==> src/rtl/pc_branch_unit.sv <==
// Program-counter unit: run/halt control, run-time programmable branch-target
// table (relative or absolute entries) and a small return-address stack.
module pc_branch_unit #(
  parameter int unsigned PC_W    = 12,
  parameter int unsigned IDX_W   = 8,
  parameter int unsigned DEPTH   = 16,
  parameter int unsigned STACK_D = 4
) (
  input  logic                         Clk,
  input  logic                         Reset,
  input  logic                         start,
  input  logic [PC_W-1:0]              start_addr,
  input  logic                         halt,
  input  logic                         branch,
  input  logic                         call,
  input  logic                         ret,
  input  logic [IDX_W-1:0]             idx,
  input  logic                         wr_en,
  input  logic [IDX_W-1:0]             wr_idx,
  input  logic [PC_W-1:0]              wr_val,
  input  logic                         wr_abs,
  output logic [PC_W-1:0]              pc,
  output logic                         running,
  output logic [$clog2(STACK_D+1)-1:0] sp,
  output logic                         stack_ovf,
  output logic                         stack_unf,
  output logic                         bad_idx
);

  localparam int unsigned SP_W = $clog2(STACK_D + 1);
  localparam int unsigned AW   = (DEPTH > 1) ? $clog2(DEPTH) : 1;
  localparam int unsigned SI_W = (STACK_D > 1) ? $clog2(STACK_D) : 1;

  typedef enum logic {S_HALT, S_RUN} state_t;

  state_t            state_q, state_d;
  logic [PC_W-1:0]   pc_q, pc_d;
  logic [SP_W-1:0]   sp_q, sp_d;
  logic              ovf_q, ovf_d;
  logic              unf_q, unf_d;
  logic              bad_q, bad_d;
  logic [PC_W-1:0]   stk_q [STACK_D];
  logic [PC_W-1:0]   stk_d [STACK_D];
  logic [PC_W-1:0]   tbl_val_q [DEPTH];
  logic [PC_W-1:0]   tbl_val_d [DEPTH];
  logic [DEPTH-1:0]  tbl_abs_q, tbl_abs_d;

  logic              lk_ok;
  logic [AW-1:0]     lk_i;
  logic [PC_W-1:0]   jump_tgt;
  logic [SP_W-1:0]   sp_m1;

  // Lookups read the registered table, so a same-edge write is not yet visible.
  always_comb begin
    lk_ok    = 32'(idx) < DEPTH;
    lk_i     = idx[AW-1:0];
    jump_tgt = pc_q;
    if (lk_ok) begin
      jump_tgt = tbl_abs_q[lk_i] ? tbl_val_q[lk_i] : pc_q + tbl_val_q[lk_i];
    end
  end

  always_comb begin
    state_d   = state_q;
    pc_d      = pc_q;
    sp_d      = sp_q;
    ovf_d     = ovf_q;
    unf_d     = unf_q;
    bad_d     = bad_q;
    stk_d     = stk_q;
    tbl_val_d = tbl_val_q;
    tbl_abs_d = tbl_abs_q;
    sp_m1     = sp_q - SP_W'(1);

    if (start) begin
      state_d = S_RUN;
    end else if (halt) begin
      state_d = S_HALT;
    end

    if (start) begin
      pc_d = start_addr;
    end else if (state_q == S_RUN && !halt) begin
      if (ret) begin
        if (sp_q == '0) begin
          pc_d  = pc_q + PC_W'(1);
          unf_d = 1'b1;
        end else begin
          pc_d = stk_q[sp_m1[SI_W-1:0]];
          sp_d = sp_m1;
        end
      end else if (call) begin
        if (sp_q == SP_W'(STACK_D)) begin
          ovf_d = 1'b1;
        end else begin
          stk_d[sp_q[SI_W-1:0]] = pc_q + PC_W'(1);
          sp_d = sp_q + SP_W'(1);
        end
        pc_d = jump_tgt;
        if (!lk_ok) bad_d = 1'b1;
      end else if (branch) begin
        pc_d = jump_tgt;
        if (!lk_ok) bad_d = 1'b1;
      end else begin
        pc_d = pc_q + PC_W'(1);
      end
    end

    if (wr_en) begin
      if (32'(wr_idx) < DEPTH) begin
        tbl_val_d[wr_idx[AW-1:0]] = wr_val;
        tbl_abs_d[wr_idx[AW-1:0]] = wr_abs;
      end else begin
        bad_d = 1'b1;
      end
    end
  end

  always_ff @(posedge Clk or posedge Reset) begin
    if (Reset) begin
      state_q <= S_HALT;
      pc_q    <= '0;
      sp_q    <= '0;
      ovf_q   <= 1'b0;
      unf_q   <= 1'b0;
      bad_q   <= 1'b0;
      for (int unsigned i = 0; i < STACK_D; i++) stk_q[i] <= '0;
      for (int unsigned i = 0; i < DEPTH; i++) tbl_val_q[i] <= '0;
      tbl_abs_q    <= '0;
      tbl_val_q[0] <= PC_W'(0) - PC_W'(5);
      tbl_val_q[1] <= PC_W'(20);
      tbl_val_q[2] <= '1;
    end else begin
      state_q   <= state_d;
      pc_q      <= pc_d;
      sp_q      <= sp_d;
      ovf_q     <= ovf_d;
      unf_q     <= unf_d;
      bad_q     <= bad_d;
      stk_q     <= stk_d;
      tbl_val_q <= tbl_val_d;
      tbl_abs_q <= tbl_abs_d;
    end
  end

  assign pc        = pc_q;
  assign running   = (state_q == S_RUN);
  assign sp        = sp_q;
  assign stack_ovf = ovf_q;
  assign stack_unf = unf_q;
  assign bad_idx   = bad_q;

endmodule

==> config.mk <==
export PLATFORM = sky130hd
export DESIGN_NAME = pc_branch_unit
export DESIGN_NICKNAME = d
export VERILOG_FILES = /design/src/rtl/pc_branch_unit.sv
export SDC_FILE = /design/constraint.sdc
export NUM_CORES = 1
export LEC_CHECK = 0
export CORE_AREA = 2 2 177 179
export DETAILED_ROUTE_END_ITERATION = 8
export DIE_AREA = 0 0 179 181
export PLACE_DENSITY = 0.66
export SYNTH_ARGS = -nofsm -noshare
export SYNTH_HDL_FRONTEND = slang
export SYNTH_SLANG_ARGS = --single-unit
export TNS_END_PERCENT = 100
==> constraint.sdc <==
create_clock -name Clk -period 17.25 [get_ports Clk]
set_input_delay 5.175 -clock Clk [delete_from_list [all_inputs] [get_ports Clk]]
set_output_delay 5.175 -clock Clk [all_outputs]
set_load 0.01 [all_outputs]
== Word level (Yosys, flattened, before mapping) ==
Cells that the tools add are included.
Word-level totals
  memory bits (writable): 0
  bits of input ports: 49
  bits in latches: 0
  memories kept: 0
  output and inout bits: 19
  ROM bits: 0
  flip-flop bits (word level): 275
  word-level logic and storage cells: 105
Operators by class
  reduce and logical (&&, ||, !) cells: 14
  add/subtract/negate cells: 4
  divide/modulo/power cells: 0
  order comparisons: 11
  bitwise operators: 7
  shifts and indexed selects: 0
  equal/unequal tests: 3
  $mul: 0
  multiplexer cells: 39
Operators by type and width (count)
  192-bit bitwise mux: 1
  12-bit 2-to-1 mux: 14
  12-bit binary-select mux with 4-bit select: 1
  48-bit bitwise mux: 1
  12-bit demux with 4-bit select: 1
  12-bit binary-select mux with 2-bit select: 1
  12-bit demux with 2-bit select: 1
  16-bit bitwise mux: 1
  8-bit by 5-bit less-than comparator with 1-bit output, second input constant: 2
  5-bit AND reduction: 3
  12-bit by 1-bit adder with 12-bit output, second input constant: 1
  12-bit adder: 1
  1-bit 2-to-1 mux: 12
  3-bit 2-to-1 mux: 4
  5-bit greater-or-equal comparator, second input constant: 2
  4-bit by 5-bit less-than comparator with 1-bit output, second input constant: 2
  4-bit NOT with 5-bit output: 2
  3-bit greater-or-equal comparator, second input constant: 2
  2-bit NOT with 3-bit output: 2
  2-bit nonzero test: 3
  5-bit by 1-bit less-than comparator with 1-bit output, second input constant: 1
  1-bit binary-select mux with 4-bit select: 1
  1-bit demux with 4-bit select: 1
  4-bit by 1-bit greater-or-equal comparator with 1-bit output, second input constant: 1
  11 further kinds: 17

== Logic depth before layout (Yosys ltp) ==
  depth in word-level cells: 12
  depth in mapped cells: 15
  depth with buffers taken out: 12

== Least setup slack after synthesis ==
Ideal clock, no wire load.
  path type: input to register
  start point: input idx[0]
  end point: register pc_q[11] (netlist: pc[11])
  stages: 13
  buffers on the path: 3
  data required time: 17.130 ns
  setup time: 0.120 ns
  data arrival time: 8.637 ns
  path slack: 8.493 ns
  path through: buf_6 buf_8 buf_2 mux4_2 mux4_2 ha_1 a211oi_1 o21bai_1 o31ai_1 o21ai_0 xnor2_1 or4b_1 and3_1
Between the ends
  cells in the longest elaborated chain, start to end: 12
  elaborated cells between the ends (all ways): 15
  classes of those cells: add/sub: 1; order compare: 1; mux: 12; bitwise: 1
Ends and longest elaborated chain
  start: declaration: line 17  | input logic [IDX_W-1:0] idx,
  4-bit NOT with 5-bit output (not written as such): line 59  | jump_tgt = tbl_abs_q[lk_i] ? tbl_val_q[lk_i] : pc_q + tbl_val_q[lk_i];
  12-bit binary-select mux with 4-bit select: line 59
  12-bit 2-to-1 mux (not written as such) (2 in series): line 59
  12-bit adder: line 59
  12-bit 2-to-1 mux: line 59
  12-bit 2-to-1 mux (*): line 58  | if (lk_ok) begin
  12-bit 2-to-1 mux: line 101  | end else if (branch) begin
  12-bit 2-to-1 mux (*): line 92  | end else if (call) begin
  12-bit 2-to-1 mux (*): line 84  | if (ret) begin
  12-bit 2-to-1 mux (*): line 83  | end else if (state_q == S_RUN && !halt) begin
  12-bit 2-to-1 mux (*): line 81  | if (start) begin
  end signal: assignment: line 135  | pc_q <= pc_d;
  end: declaration: line 37  | logic [PC_W-1:0] pc_q, pc_d;
Every way passes the cells marked *; elsewhere a longest branch is shown, timed or not. The select of a mux whose other input is x is not followed.
A chain may end at the register's enable or synchronous reset.

== Worst setup path after layout ==
Same ends and word-level chain as after synthesis.

==> results.md <==
* Max-cap violations at 0
* GRT Util Overall at 0.204
* Hold_ws at approximately 0.47 ns
* Fraction of layout cells with a size suffix above 1 at 0.356
* Largest family of logic cells by synthesized area: multiplexers
* Post-Route Setup TNS at 0 ns
* # setup viols final at 0
* PortBufs at 67
* Post-synth top cells: 250 x dfrtp_1, 214 x mux2_2, 90 x nand2_1, 77 x mux4_2, 69 x o21ai_0
* Wire per inst at ~22 um
* CTS root buf: clkbuf_16
* Initial DRC count at 724
* Final Hold Viols at 0
* Layout Utilization at 0.510
* # IOs at 68
* Antenna Nets Post-Route at 0
* Grt total ovfl at 0
* Sequential share of the synthesized area at 0.511
* Cell area after synthesis at between 10000 and 15000 um^2
* Yosys warnings at 0
* Post-synthesis simple-gate area fraction at 0.0538
* CP max-delay cell: buf_4
* CTS Hold Bufs at 0
* Syn Area/Cell at roughly 13 um^2
* Worst Tran Pin Value at 1.17 ns
* Share of the synthesized area in the top cell type at 0.462
* Antenna violations before repair at 0
* Routability-driven placement congestion ratio at approximately 0.82
* Leak at a little under 7 nW
* Drt first pass iters at 5
* Dominant delay contributor by cell family on the critical path: multiplexers
* Number of H-tree levels at 1
* Die Span X at between 150 and 200 um
* WL final at between 30 and 40 mm
* Crit path buf inv count at 2
* Top-count cell post-synth: dfrtp_1
* Antenna cells at 0
* Setup Crit Path Kind: primary input to flop
* Tmin final at 9.08 ns
* Worst-path fanout max at 32
* Worst-case clock buffer depth at 3
* Reg-to-reg startpoint: tbl_val_q[13]
* Vias per cell at between 5 and 6
* Async S/R FF share, synth at 1.00
* Post-synthesis register bit count at 275
* Crit path from: idx[0]
* Tot Pwr at around 1.7 mW
* Fin. max-slew vios at 0
* Hold Crit Class: flop to flop
* Number of distinct library cells after synthesis at 51
* Post-CTS resize count at 0
* Vias in the first global route at 8897
* Area leader, netlist: dfrtp_1
* Total CTS buffers at 28
* Reg clk slew, reported paths at 0.06 ns
* Critical path arrival at around 9.5 ns
* Highest clock rate at between 100 and 150 MHz
* Post-synthesis adder-cell area fraction at 0.0181
* Setup skew after layout at 0.0138 ns
* Die H at between 150 and 200 um
* Peak supply drop at 0.0000718 V
* CP peak stage delay at a little over 0.6 ns
* Largest net degree at the start of global routing at 86
* Mux contribution to synthesized area at 0.308
* Commonest register cell after synthesis: dfrtp_1
* Nets at about 1100
* Status: completed
* Hpwl dp at around 21 mm
* CTS tree: built
* Postcts setup bufs at 0
* Hold Path Origin: stk_q[38]
* Via Count at 8580
* Worst setup SP type: primary input
* First-pass GRT wire length at 51.0 mm
* Setup Slack @ Placement at about 7.6 ns
* DR DRC count at 0
* # rows at 64
* Slew HR at 0.222
* Post-synth EDFFs at 0
* Worst Path Required at around 18 ns
* Synth Area in Compound Gates at 0.0678
* Core ar. at around 30000 um^2
* Initial Util at 0.446
* Gate Count Post-Synth at 1028
* Final worst slack at between 8 and 9 ns
* Synth top area cells: dfrtp_1 46%, mux2_2 18%, mux4_2 13%
* Crit-path cells: buf_4, buf_4, mux4_2, mux4_2, ha_1, a211oi_1, o21bai_1, o31ai_1, o21ai_0, xnor2_1, or4b_1, and3_1
* CTS sink cnt at between 200 and 300
* Critical path endpoint category: flop
* Post-synth net total at 1096
* RSZ-0062 raised after global routing: no
* Area grow syn2layout at 14.3%
* Final worst path period share at 0.526
* Clk_lat worst skew at between 0.5 and 0.6 ns
* Power Density at 108 nW/um^2
* Die area at ~32000 um^2
* Xor and xnor fraction of the mapped netlist area at 0.0129
## report_power, final
| part | switching [mW] | leakage [nW] | internal, mW | total (mW) |
|---|---|---|---|---|
| Sequential | 0.0449 | 3.64 | 0.715 | 0.760 |
| Combinational | 0.158 | 2.85 | 0.150 | 0.309 |
| Clock | 0.250 | 0.460 | 0.353 | 0.603 |
## per-layer routing
metal	part of all wire	track usage
met3	0.042	0.0295
met1	0.44	0.280
met4	0.033	0.0706
met2	0.48	0.332
met5	0	0
## metrics by stage
step	std cells	area (um^2)
detailed placement	1439	14600
CTS	1491	15500
finish	1491	15500
global placement	1439	14600
global route	1491	15500
floorplan	1028	13500
## worst min-delay path, stage by stage, from the launching register on
cell and delay, ns:
dfrtp_1 0.34, nand2_1 0.04, o21ai_0 0.06
## layout by cell type (no fill, tap or decap), drive strengths merged, types with 2 or more instances in the layout
cell           synthesis  routed
a2111oi                2       2
a211oi                 3       3
a21o                   4       4
a21oi                 33      33
a221o                  2       2
a22oi                  2       2
a31oi                  8       8
a41o                   2       2
and3                   3       3
buf                   19      22
clkbuf                53      45
clkdlybuf4s50          0      65
clkinv                 1       7
dfrtp                250     250
dfstp                 25      25
ha                    18      18
inv                   19      19
mux2                 214     214
mux2i                  2       2
mux4                  77      77
nand2                 90      90
nand2b                 6       6
nand3                  7       7
nand4                  4       4
nor2                  39      39
nor2b                  2       2
nor3                  10      10
nor4                   2       2
o211ai                 3       3
o21ai                 75      75
o21bai                 3       3
o22ai                 14      14
o31ai                  2       2
or2                    2       2
or4                    2       2
xnor2                 10      10
xor2                  10      10
## registers in the layout, indices dropped and copies added, names as in the netlist
signal	count
tbl_val_q	192
bad_idx	1
pc	12
stk_q	48
sp	3
stack_unf	1
running	1
stack_ovf	1
tbl_abs_q	16
## worst paths after layout
| check | to | slack [ns] | depth (start not counted) |
|---|---|---|---|
| setup / recovery | pc[11] | 8.17 | 12 |
| hold / removal | stk_q[38] | 0.47 | 2 |
| setup reg to reg | pc[11] | 13.52 | 10 |
| hold reg to reg | stk_q[38] | 0.47 | 2 |
| max in group asynchronous | tbl_val_q[146] | 10.04 | 4 |
| min in group asynchronous | sp[0] | 5.07 | 2 |
## kinds of logic (layout without fill, tap and decap cells)
group / Yosys count / after routing
flip-flops: 275 / 275
AO/OA/AOI/OAI: 159 / 159
adder cells (fa/ha/maj): 19 / 19
XOR/XNOR: 20 / 20
buffers and inverters: 92 / 159
AND/OR/NAND/NOR: 170 / 170
multiplexers: 293 / 293
## final cells by class
cell class | count | area, um^2
fillers | 2646 | 14900
inverters | 20 | 83.8
clock inverters | 7 | 71.3
multi-input cells | 661 | 6240
clock buffers | 45 | 855
flip-flops and latches | 275 | 6910
repair buffers | 87 | 813
well taps | 396 | 495
Power figures use the tool's default switching activity.
